--- src/rtl/dp_ram_fifo_pkg.sv ---
// Shared widths, types and helpers for the dual-port-RAM FIFO controller.
// Depth is fixed at 2**AW so the address pointers wrap by plain overflow.
package dp_ram_fifo_pkg;

   localparam int DW    = 8;
   localparam int AW    = 8;
   localparam int DEPTH = 256;

   typedef logic [DW-1:0] data_t;
   typedef logic [AW-1:0] addr_t;
   typedef logic [AW+1:0] lvl_t;
   typedef logic [AW:0]   cnt_t;

   localparam cnt_t  DEPTH_CNT = cnt_t'(DEPTH);
   localparam cnt_t  CNT_ZERO  = {(AW+1){1'b0}};
   localparam cnt_t  CNT_ONE   = {{AW{1'b0}}, 1'b1};
   localparam addr_t ADDR_ZERO = {AW{1'b0}};
   localparam addr_t ADDR_ONE  = {{(AW-1){1'b0}}, 1'b1};
   localparam data_t DATA_ZERO = {DW{1'b0}};
   localparam lvl_t  LVL_ZERO  = {(AW+2){1'b0}};

   function automatic lvl_t calc_level(input cnt_t ram_count, input logic pend,
                                       input logic [1:0] ob_count);
      return lvl_t'(ram_count) + lvl_t'(pend) + lvl_t'(ob_count);
   endfunction

endpackage

--- src/rtl/dp_ram_fifo_obuf.sv ---
// Two-entry prefetch buffer that catches RAM read data; entry 0 is the head.
// A load in the same cycle as a pop lands in the first slot left free after the pop.
module dp_ram_fifo_obuf
   import dp_ram_fifo_pkg::*;
(
   input  logic       i_clk,
   input  logic       i_rst,
   input  logic       i_load,
   input  data_t      i_load_data,
   input  logic       i_pop,
   output logic [1:0] o_count,
   output data_t      o_head
);

   data_t      r_ob0;
   data_t      r_ob1;
   logic [1:0] r_count;

   // Buffer storage and occupancy update
   always_ff @(posedge i_clk) begin
      if (i_rst) begin
         r_ob0   <= DATA_ZERO;
         r_ob1   <= DATA_ZERO;
         r_count <= 2'd0;
      end else begin
         case ({i_pop, i_load})
            2'b10: begin
               r_ob0   <= r_ob1;
               r_count <= r_count - 2'd1;
            end
            2'b01: begin
               if (r_count == 2'd0) begin
                  r_ob0 <= i_load_data;
               end else begin
                  r_ob1 <= i_load_data;
               end
               r_count <= r_count + 2'd1;
            end
            2'b11: begin
               if (r_count == 2'd1) begin
                  r_ob0 <= i_load_data;
               end else begin
                  r_ob0 <= r_ob1;
                  r_ob1 <= i_load_data;
               end
            end
            default: begin
               r_count <= r_count;
            end
         endcase
      end
   end

   assign o_count = r_count;
   assign o_head  = r_ob0;

endmodule

--- src/rtl/dp_ram_fifo_ctrl.sv ---
// FIFO controller driving an external 1-cycle-latency dual-port RAM, with a
// 2-entry prefetch buffer so one word per cycle can flow in and out.
module dp_ram_fifo_ctrl
   import dp_ram_fifo_pkg::*;
(
   input  logic  i_clk,
   input  logic  i_rst,
   input  logic  i_in_valid,
   output logic  o_in_ready,
   input  data_t i_in_data,
   output logic  o_out_valid,
   input  logic  i_out_ready,
   output data_t o_out_data,
   output lvl_t  o_level,
   output logic  o_ram_write_en,
   output addr_t o_ram_write_addr,
   output data_t o_ram_d_in,
   output logic  o_ram_read_en,
   output addr_t o_ram_read_addr,
   input  data_t i_ram_d_out
);

   addr_t      r_wr_ptr;
   addr_t      r_rd_ptr;
   cnt_t       r_ram_count;
   logic       r_rd_pending;
   logic       w_push;
   logic       w_pop;
   logic       w_issue;
   logic [1:0] w_ob_count;
   data_t      w_ob_head;
   logic [2:0] w_slots;

   assign o_in_ready  = !i_rst && (r_ram_count < DEPTH_CNT);
   assign w_push      = i_in_valid && o_in_ready;
   assign o_out_valid = !i_rst && (w_ob_count != 2'd0);
   assign w_pop       = o_out_valid && i_out_ready;

   // Slots the buffer will hold once in-flight data lands and this cycle's pop leaves
   assign w_slots = {1'b0, w_ob_count} + {2'b00, r_rd_pending} - {2'b00, w_pop};
   assign w_issue = !i_rst && (r_ram_count != CNT_ZERO) && (w_slots < 3'd2);

   assign o_ram_write_en   = w_push;
   assign o_ram_write_addr = i_rst ? ADDR_ZERO : r_wr_ptr;
   assign o_ram_d_in       = i_rst ? DATA_ZERO : i_in_data;
   assign o_ram_read_en    = w_issue;
   assign o_ram_read_addr  = i_rst ? ADDR_ZERO : r_rd_ptr;
   assign o_out_data       = i_rst ? DATA_ZERO : w_ob_head;
   assign o_level          = i_rst ? LVL_ZERO : calc_level(r_ram_count, r_rd_pending, w_ob_count);

   // Pointers, RAM occupancy and read-in-flight tracking
   always_ff @(posedge i_clk) begin
      if (i_rst) begin
         r_wr_ptr     <= ADDR_ZERO;
         r_rd_ptr     <= ADDR_ZERO;
         r_ram_count  <= CNT_ZERO;
         r_rd_pending <= 1'b0;
      end else begin
         if (w_push) begin
            r_wr_ptr <= r_wr_ptr + ADDR_ONE;
         end else begin
            r_wr_ptr <= r_wr_ptr;
         end
         if (w_issue) begin
            r_rd_ptr <= r_rd_ptr + ADDR_ONE;
         end else begin
            r_rd_ptr <= r_rd_ptr;
         end
         case ({w_push, w_issue})
            2'b10:   r_ram_count <= r_ram_count + CNT_ONE;
            2'b01:   r_ram_count <= r_ram_count - CNT_ONE;
            default: r_ram_count <= r_ram_count;
         endcase
         r_rd_pending <= w_issue;
      end
   end

   dp_ram_fifo_obuf u_obuf (
      .i_clk       (i_clk),
      .i_rst       (i_rst),
      .i_load      (r_rd_pending),
      .i_load_data (i_ram_d_out),
      .i_pop       (w_pop),
      .o_count     (w_ob_count),
      .o_head      (w_ob_head)
   );

endmodule

--- config.mk ---
export PLATFORM = sky130hd
export DESIGN_NAME = dp_ram_fifo_ctrl
export DESIGN_NICKNAME = d
export VERILOG_FILES = /design/src/rtl/dp_ram_fifo_pkg.sv /design/src/rtl/dp_ram_fifo_obuf.sv /design/src/rtl/dp_ram_fifo_ctrl.sv
export SDC_FILE = /design/constraint.sdc
export NUM_CORES = 1
export LEC_CHECK = 0
export ABC_AREA = 1
export BUFFER_PORTS_ARGS = -buffer_cell sky130_fd_sc_hd__buf_2
export CAP_MARGIN = 20
export CELL_PAD_IN_SITES_DETAIL_PLACEMENT = 1
export CELL_PAD_IN_SITES_GLOBAL_PLACEMENT = 1
export CORE_MARGIN = 3
export CORE_UTILIZATION = 34
export CTS_CLUSTER_DIAMETER = 50
export CTS_CLUSTER_SIZE = 8
export DETAILED_ROUTE_END_ITERATION = 10
export PLACE_DENSITY = 0.86
export SLEW_MARGIN = 20
export SYNTH_ARGS = -nofsm -noshare
export SYNTH_HDL_FRONTEND = slang
export SYNTH_SLANG_ARGS = --single-unit
--- constraint.sdc ---
create_clock -name i_clk -period 3.5 [get_ports i_clk]
set_clock_uncertainty 0.1 [all_clocks]
set_input_delay 0.175 -clock i_clk [delete_from_list [all_inputs] [get_ports i_clk]]
set_output_delay 0.175 -clock i_clk [all_outputs]
set_load 0.01 [all_outputs]
==> impl_metrics.env, run 1 <==
export IMPL_run_status="finished with violations"
export IMPL_violations="setup timing"
export IMPL_ant_nets=0
export IMPL_grt_pass1_wl_mm=15.1
export IMPL_yosysUniqueCellTypes=34
export IMPL_clk_pin_slew_ns=0.09
export IMPL_path_buf_inv=4
export IMPL_drtPass1Iterations=4
export IMPL_grt_pass1_vias=3311
export IMPL_cap_violations=0
export IMPL_hold_path_class="in2reg"
export IMPL_finalMaxSlewViolations=0
export IMPL_num_rows=34
export IMPL_synth_warnings=0
export IMPL_fin_crit_ns=3.56
export IMPL_setup_violations=6
export IMPL_critPathMaxStageDelay_ns=0.63
export IMPL_vias=3259
export IMPL_postCtsHoldBufs=0
export IMPL_ys_ff_latch=44
export IMPL_power_frac_comb_pct=63.4
export IMPL_grt_antenna_before_repair=0
export IMPL_max_clock_freq_mhz=281
export IMPL_end_kind="flip-flop"
export IMPL_grt_max_degree=62
export IMPL_worst_path_most_repeated_cell="ha_4"
export IMPL_drt_iter0_markers=79
export IMPL_dieArea_um2=10200
export IMPL_share_seq_of_total_power_pct=24.0
export IMPL_cts_sinks=44
export IMPL_final_nets=589
export IMPL_p_total_uw=3340
export IMPL_power_density_nw_per_um2=854
export IMPL_cts_made_buffers=5
export IMPL_drive_gt1_share_pct=26.2
export IMPL_wl_mm=9.85
export IMPL_syn_nets=515
export IMPL_dp_hpwl_mm=6.79
export IMPL_viasPerCell=4.96
export IMPL_synth_async_reset_ratio_pct=0
export IMPL_crit_arrival_ns=3.67
export IMPL_initial_core_util_pct=35.2
export IMPL_die_w_um=101
export IMPL_dp_slack_ns=-0.0582
export IMPL_grt_setup_unrepaired="true"
export IMPL_syn_inst=474
export IMPL_power_frac_clock_pct=12.6
export IMPL_cts_tree="built"
export IMPL_syn_area_um2=3070
export IMPL_gp_congestion=0.879
export IMPL_peakVddDrop_mv=0.261
export IMPL_coreArea_um2=8720
export IMPL_pin_count=66
export IMPL_finish_utilization_pct=44.9
export IMPL_syn_avg_cell_area_um2=6.47
export IMPL_min_period_over_period_pct=102
export IMPL_n_antenna_cell=0
export IMPL_power_static_leakage_uw=0.00199
export IMPL_final_hold_violation_count=0
export IMPL_tns_ns=-0.220
export IMPL_crit_family="adder cells"
export IMPL_grt_overflow=0
export IMPL_synth_edff_count=0
export IMPL_slew_headroom_pct=56.3
export IMPL_die_y_um=101
export IMPL_p_sw_uw=1550
export IMPL_worstPathCellList="inv_6, ha_4, nor2_4, nand2_2, inv_2, ha_4, or2_4, fa_2, nand4_4, nor2_4, ha_4, buf_12, ha_4, nand2_2, nand2_2, a21oi_2, nand2_1, nand2_1, nand3_1, nand2_1, inv_1"
export IMPL_wire_per_inst_um=15.0
export IMPL_drc=0
export IMPL_worst_slack_ns=-0.0607
export IMPL_cp_slowest_cell="fa_2"
export IMPL_cp_start_kind="flip-flop"
export IMPL_cp_required_ns=3.61
export IMPL_max_slew_worst_pin_slew_ns=0.656
export IMPL_p_int_uw=1790
export IMPL_criticalPathCategory="reg2reg"
export IMPL_cp_max_fo=5
export IMPL_placedInstanceArea_um2=3590
export IMPL_buffer_ports_inserted=65
export IMPL_htree_num_levels=2
export IMPL_fin_area_um2=3910
export IMPL_max_clock_path_buffers=2
export IMPL_cts_root_buffer="clkbuf_8"
export IMPL_synthFlopType="dfxtp_1"
export IMPL_ys_seq_area_share_pct=28.7
export IMPL_clk_latency_ns=0.30
export IMPL_p_sw_share_pct=46.4
export IMPL_syn_to_final_growth_pct=27.6
export IMPL_grt_usage_pct=18.3
state kept, by name (all words and copies together) (netlist names):
signal,count
r_ram_count,9
r_rd_pending,1
r_rd_ptr,8
r_wr_ptr,8
u_obuf.o_count,2
u_obuf.o_head,8
u_obuf.r_ob1,8
cell type report:
cell class                 instances  area, um2
timing repair buffer              80        458
tap                              108        135
clock inverter                     2       38.8
clock buffer                       6       82.6
sequential                        44        888
fill                            1143       4810
inverter                         107        412
multi-input combinational        310       1900
cell usage after synthesis (all sizes together), types with 5 or more instances:
| library cell | number | area (um2) |
|---|---|---|
| a21oi | 43 | 219 |
| buf | 8 | 65.1 |
| clkbuf | 5 | 18.8 |
| dfxtp | 44 | 881 |
| ha | 17 | 213 |
| inv | 107 | 404 |
| nand2 | 82 | 313 |
| nand3 | 20 | 100 |
| nand4 | 6 | 43.8 |
| nor2 | 70 | 280 |
| nor3 | 9 | 61.3 |
| o21ai | 32 | 171 |
| o22ai | 8 | 50.1 |
per-layer routing:
metal	GRT usage (%)	vias up	part of all wire, %
met5	0	-	0
met4	7.16	0	3.0
met3	2.28	21	3.4
met2	34.4	72	52
met1	20.8	1551	42
li1	-	1615	-
layout by cell type (no fill, tap or decap), drive strengths merged:
master,Yosys,layout
inv,107,107
nand2,82,82
buf,8,80
nor2,70,70
dfxtp,44,44
a21oi,43,43
o21ai,32,32
nand3,20,20
ha,17,17
nor3,9,9
o22ai,8,8
clkbuf,5,6
nand4,6,6
xor2,4,4
nand3b,4,4
fa,4,4
or2,3,3
xnor2,3,3
o211ai,2,2
o211a,1,1
nor3b,1,1
o21bai,1,1
bufinv,0,1
clkinv,0,1
cell families (layout without fill, tap and decap cells):
logic type                 Yosys count  in the layout  share of synthesized area (%)
adders and majority gates           21             21                           9.55
xor gates and xnor gates             7              7                           2.00
DFF                                 44             44                           28.7
buffers and inverters              120            195                           15.9
and+or+nand+nor                    195            195                           28.0
AOI/OAI and AO/OA                   87             87                           15.8
power groups by stage:
stage	registers (uW)	clock network, uW	logic, uW
final	802	421	2120
after global routing	823	456	2340
after CTS	791	431	1900
after detailed placement	810	0	1780
after global placement	798	0	1680
after floorplan	769	0	1360
worst min-delay path, delay by kind of cell:
kind	cells	cell delay, ns
buffers and inverters	2	0.15
AOI/OAI and AO/OA	1	0.06
final timing paths:
| check | startpoint | end | slack [ns] | depth (start not counted) |
|---|---|---|---|---|
| min reg2reg | r_wr_ptr[7]$_SDFFE_PP0P_ | r_wr_ptr[7]$_SDFFE_PP0P_ | 0.39 | 2 |
| max reg2reg | u_obuf.o_count[1]$_SDFFE_PP0P_ | r_ram_count[8]$_SDFFE_PP0P_ | -0.06 | 21 |
| min | i_ram_d_out[6] | u_obuf.r_ob1[6]$_SDFFE_PP0P_ | 0.02 | 3 |
| max | u_obuf.o_count[1]$_SDFFE_PP0P_ | r_ram_count[8]$_SDFFE_PP0P_ | -0.06 | 21 |
per-stage QoR:
stage / hold WS, ns / std cells
after CTS: 0.0123 / 649
after global routing: 0.0166 / 657
after floorplan: 0.223 / 474
after detailed placement: 0.334 / 636
after global placement: 0.334 / 636
final: 0.0243 / 657
timing repair:
action,in CTS,in global routing
endpoints found under the setup margin,6,7
gates resized for setup,8,18
buffers inserted,5,8
pin swaps,0,15
Power figures use the tool's default switching activity.
==> run 2, diff against run 1 <==
--- a/config.mk
+++ b/config.mk
@@ -16,6 +16,7 @@
 export CTS_CLUSTER_SIZE = 8
 export DETAILED_ROUTE_END_ITERATION = 10
 export PLACE_DENSITY = 0.86
+export SETUP_SLACK_MARGIN = 0.15
 export SLEW_MARGIN = 20
 export SYNTH_ARGS = -nofsm -noshare
 export SYNTH_HDL_FRONTEND = slang
==> impl_metrics.env, run 2 (synthesized netlist as in run 1, its figures left out) <==
export IMPL_cts_root_buffer="clkbuf_8"
export IMPL_grt_setup_unrepaired="true"
export IMPL_grt_pass1_vias=3528
export IMPL_p_sw_uw=1690
export IMPL_r2r_end="r_ram_count[6]$_SDFFE_PP0P_"
export IMPL_cts_sinks=44
export IMPL_dieArea_um2=10200
export IMPL_ant_nets=0
export IMPL_cp_slowest_cell="fa_2"
export IMPL_final_hold_violation_count=0
export IMPL_grt_overflow=0
export IMPL_clk_latency_ns=0.31
export IMPL_min_from="i_ram_d_out[6]"
export IMPL_wl_mm=11.1
export IMPL_min_period_over_period_pct=103
export IMPL_hold_path_class="in2reg"
export IMPL_end_kind="flip-flop"
export IMPL_violations="setup timing"
export IMPL_layout_common_cells="inv_1 (98), nand2_1 (70), buf_2 (65)"
export IMPL_worstPathCellList="inv_4, ha_4, nor2_4, nand2_2, inv_2, ha_4, or2_4, fa_2, nand4_4, nor2_4, ha_4, buf_6, ha_4, nand2_1, nand3b_1, nand3_1, nand2_1, nor2_2, nor2_1"
export IMPL_n_antenna_cell=0
export IMPL_placedInstanceArea_um2=3610
export IMPL_power_density_nw_per_um2=879
export IMPL_power_frac_clock_pct=12.2
export IMPL_buffer_ports_inserted=65
export IMPL_die_y_um=101
export IMPL_htree_num_levels=2
export IMPL_worstReg2RegStart="u_obuf.o_count[0]$_SDFFE_PP0P_"
export IMPL_die_w_um=101
export IMPL_path_buf_inv=3
export IMPL_worst_path_most_repeated_cell="ha_4"
export IMPL_top_register="r_ram_count"
export IMPL_drc=0
export IMPL_postCtsHoldBufs=0
export IMPL_finalMaxSlewViolations=0
export IMPL_drtPass1Iterations=4
export IMPL_num_rows=34
export IMPL_rr_worst_depth=19
export IMPL_criticalPathCategory="reg2reg"
export IMPL_worst_slack_ns=-0.104
export IMPL_setup_violations=2
export IMPL_fin_crit_ns=3.60
export IMPL_max_clock_freq_mhz=277
export IMPL_fin_area_um2=4060
export IMPL_gp_congestion=0.884
export IMPL_wire_per_inst_um=16.4
export IMPL_p_sw_share_pct=47.2
export IMPL_drive_gt1_share_pct=28.4
export IMPL_share_seq_of_total_power_pct=22.4
export IMPL_grt_pass1_wl_mm=16.5
export IMPL_final_common_cell="inv_1"
export IMPL_cts_made_buffers=5
export IMPL_power_static_leakage_uw=0.00208
export IMPL_initial_core_util_pct=35.2
export IMPL_cp_required_ns=3.60
export IMPL_critPathMaxStageDelay_ns=0.58
export IMPL_max_clock_path_buffers=2
export IMPL_syn_to_final_growth_pct=32.4
export IMPL_cp_max_fo=5
export IMPL_vias=3417
export IMPL_tns_ns=-0.207
export IMPL_crit_arrival_ns=3.71
export IMPL_clk_pin_slew_ns=0.10
export IMPL_r2r_setup_slack_ns=-0.10
export IMPL_viasPerCell=5.07
export IMPL_grt_usage_pct=20.1
export IMPL_pin_count=66
export IMPL_run_status="finished with violations"
export IMPL_peakVddDrop_mv=0.332
export IMPL_drt_iter0_markers=125
export IMPL_coreArea_um2=8720
export IMPL_slew_headroom_pct=55.6
export IMPL_p_int_uw=1880
export IMPL_final_nets=606
export IMPL_cts_tree="built"
export IMPL_whs_endpoint="u_obuf.r_ob1[6]$_SDFFE_PP0P_"
export IMPL_crit_family="simple AND/OR/NAND/NOR gates"
export IMPL_cap_violations=0
export IMPL_dp_hpwl_mm=6.91
export IMPL_power_frac_comb_pct=65.3
export IMPL_cp_start_kind="flip-flop"
export IMPL_worstHoldPathCells=3
export IMPL_finish_utilization_pct=46.6
export IMPL_largest_reg_flops=9
export IMPL_grt_max_degree=62
export IMPL_grt_antenna_before_repair=0
export IMPL_dp_slack_ns=-0.110
export IMPL_max_slew_worst_pin_slew_ns=0.666
-- run 2: cell types whose count changed in the layout (fill, tap and decap cells not counted), moves of 2 or more --
cell / previous run / this run
buf_4: 12 / 28
buf_6: 2 / 4
nand2_1: 67 / 70
nand2_2: 15 / 10
nand2_4: 0 / 2
-- run 2: timing repair --
item                       CTS  global route
buffers inserted            23             6
pin swaps                   12            14
gates resized for setup     16            14
setup endpoints to repair    7            22
-- run 2: worst max path at each step --
stage,from,to,slack [ns],depth (start not counted)
after floorplan,u_obuf.o_count[0]$_SDFFE_PP0P_,r_ram_count[7]$_SDFFE_PP0P_,0.03,19
after global placement,u_obuf.o_count[0]$_SDFFE_PP0P_,r_ram_count[8]$_SDFFE_PP0P_,0.12,22
after detailed placement,u_obuf.o_count[0]$_SDFFE_PP0P_,r_ram_count[6]$_SDFFE_PP0P_,-0.11,20
after CTS,u_obuf.o_count[1]$_SDFFE_PP0P_,r_ram_count[6]$_SDFFE_PP0P_,0.12,21
after global routing,u_obuf.o_count[0]$_SDFFE_PP0P_,r_ram_count[8]$_SDFFE_PP0P_,-0.19,21
final,u_obuf.o_count[0]$_SDFFE_PP0P_,r_ram_count[6]$_SDFFE_PP0P_,-0.10,19
-- run 2: layout make-up --
class | count | area [um2]
Timing Repair Buffer | 97 | 581
Sequential cell | 44 | 888
Multi-Input combinational cell | 310 | 1920
Clock buffer | 6 | 82.6
Tap cell | 108 | 135
Inverter | 107 | 412
Fill cell | 1142 | 4660
Clock inverter | 2 | 38.8
-- run 2: power by group through the flow --
stage	clock, uW	sequential [uW]	combinational (uW)
final	436	801	2330
after global routing	453	821	2510
after CTS	436	794	2080
after detailed placement	0	812	1800
after global placement	0	799	1700
after floorplan	0	769	1370
-- run 2: worst min-delay path, delay by kind of cell --
kind	cells	cell delay (ns)
buf+inv	2	0.16
compound gates	1	0.06
-- run 2: per-layer routing --
metal	vias up	wire length, um	track usage [%]
met5	-	0	0
met4	0	272	6.13
met1	1649	4390	22.2
li1	1650	-	-
met2	93	5970	39.1
met3	25	432	2.84
-- run 2: stage by stage --
step	hold WS, ns	instances	power [uW]
3_3_place_gp	0.338	637	2500
6_report	0.0185	674	3570
2_1_floorplan	0.223	474	2130
5_1_grt	0.0342	674	3790
4_1_cts	0.0194	668	3310
3_5_place_dp	0.345	637	2610
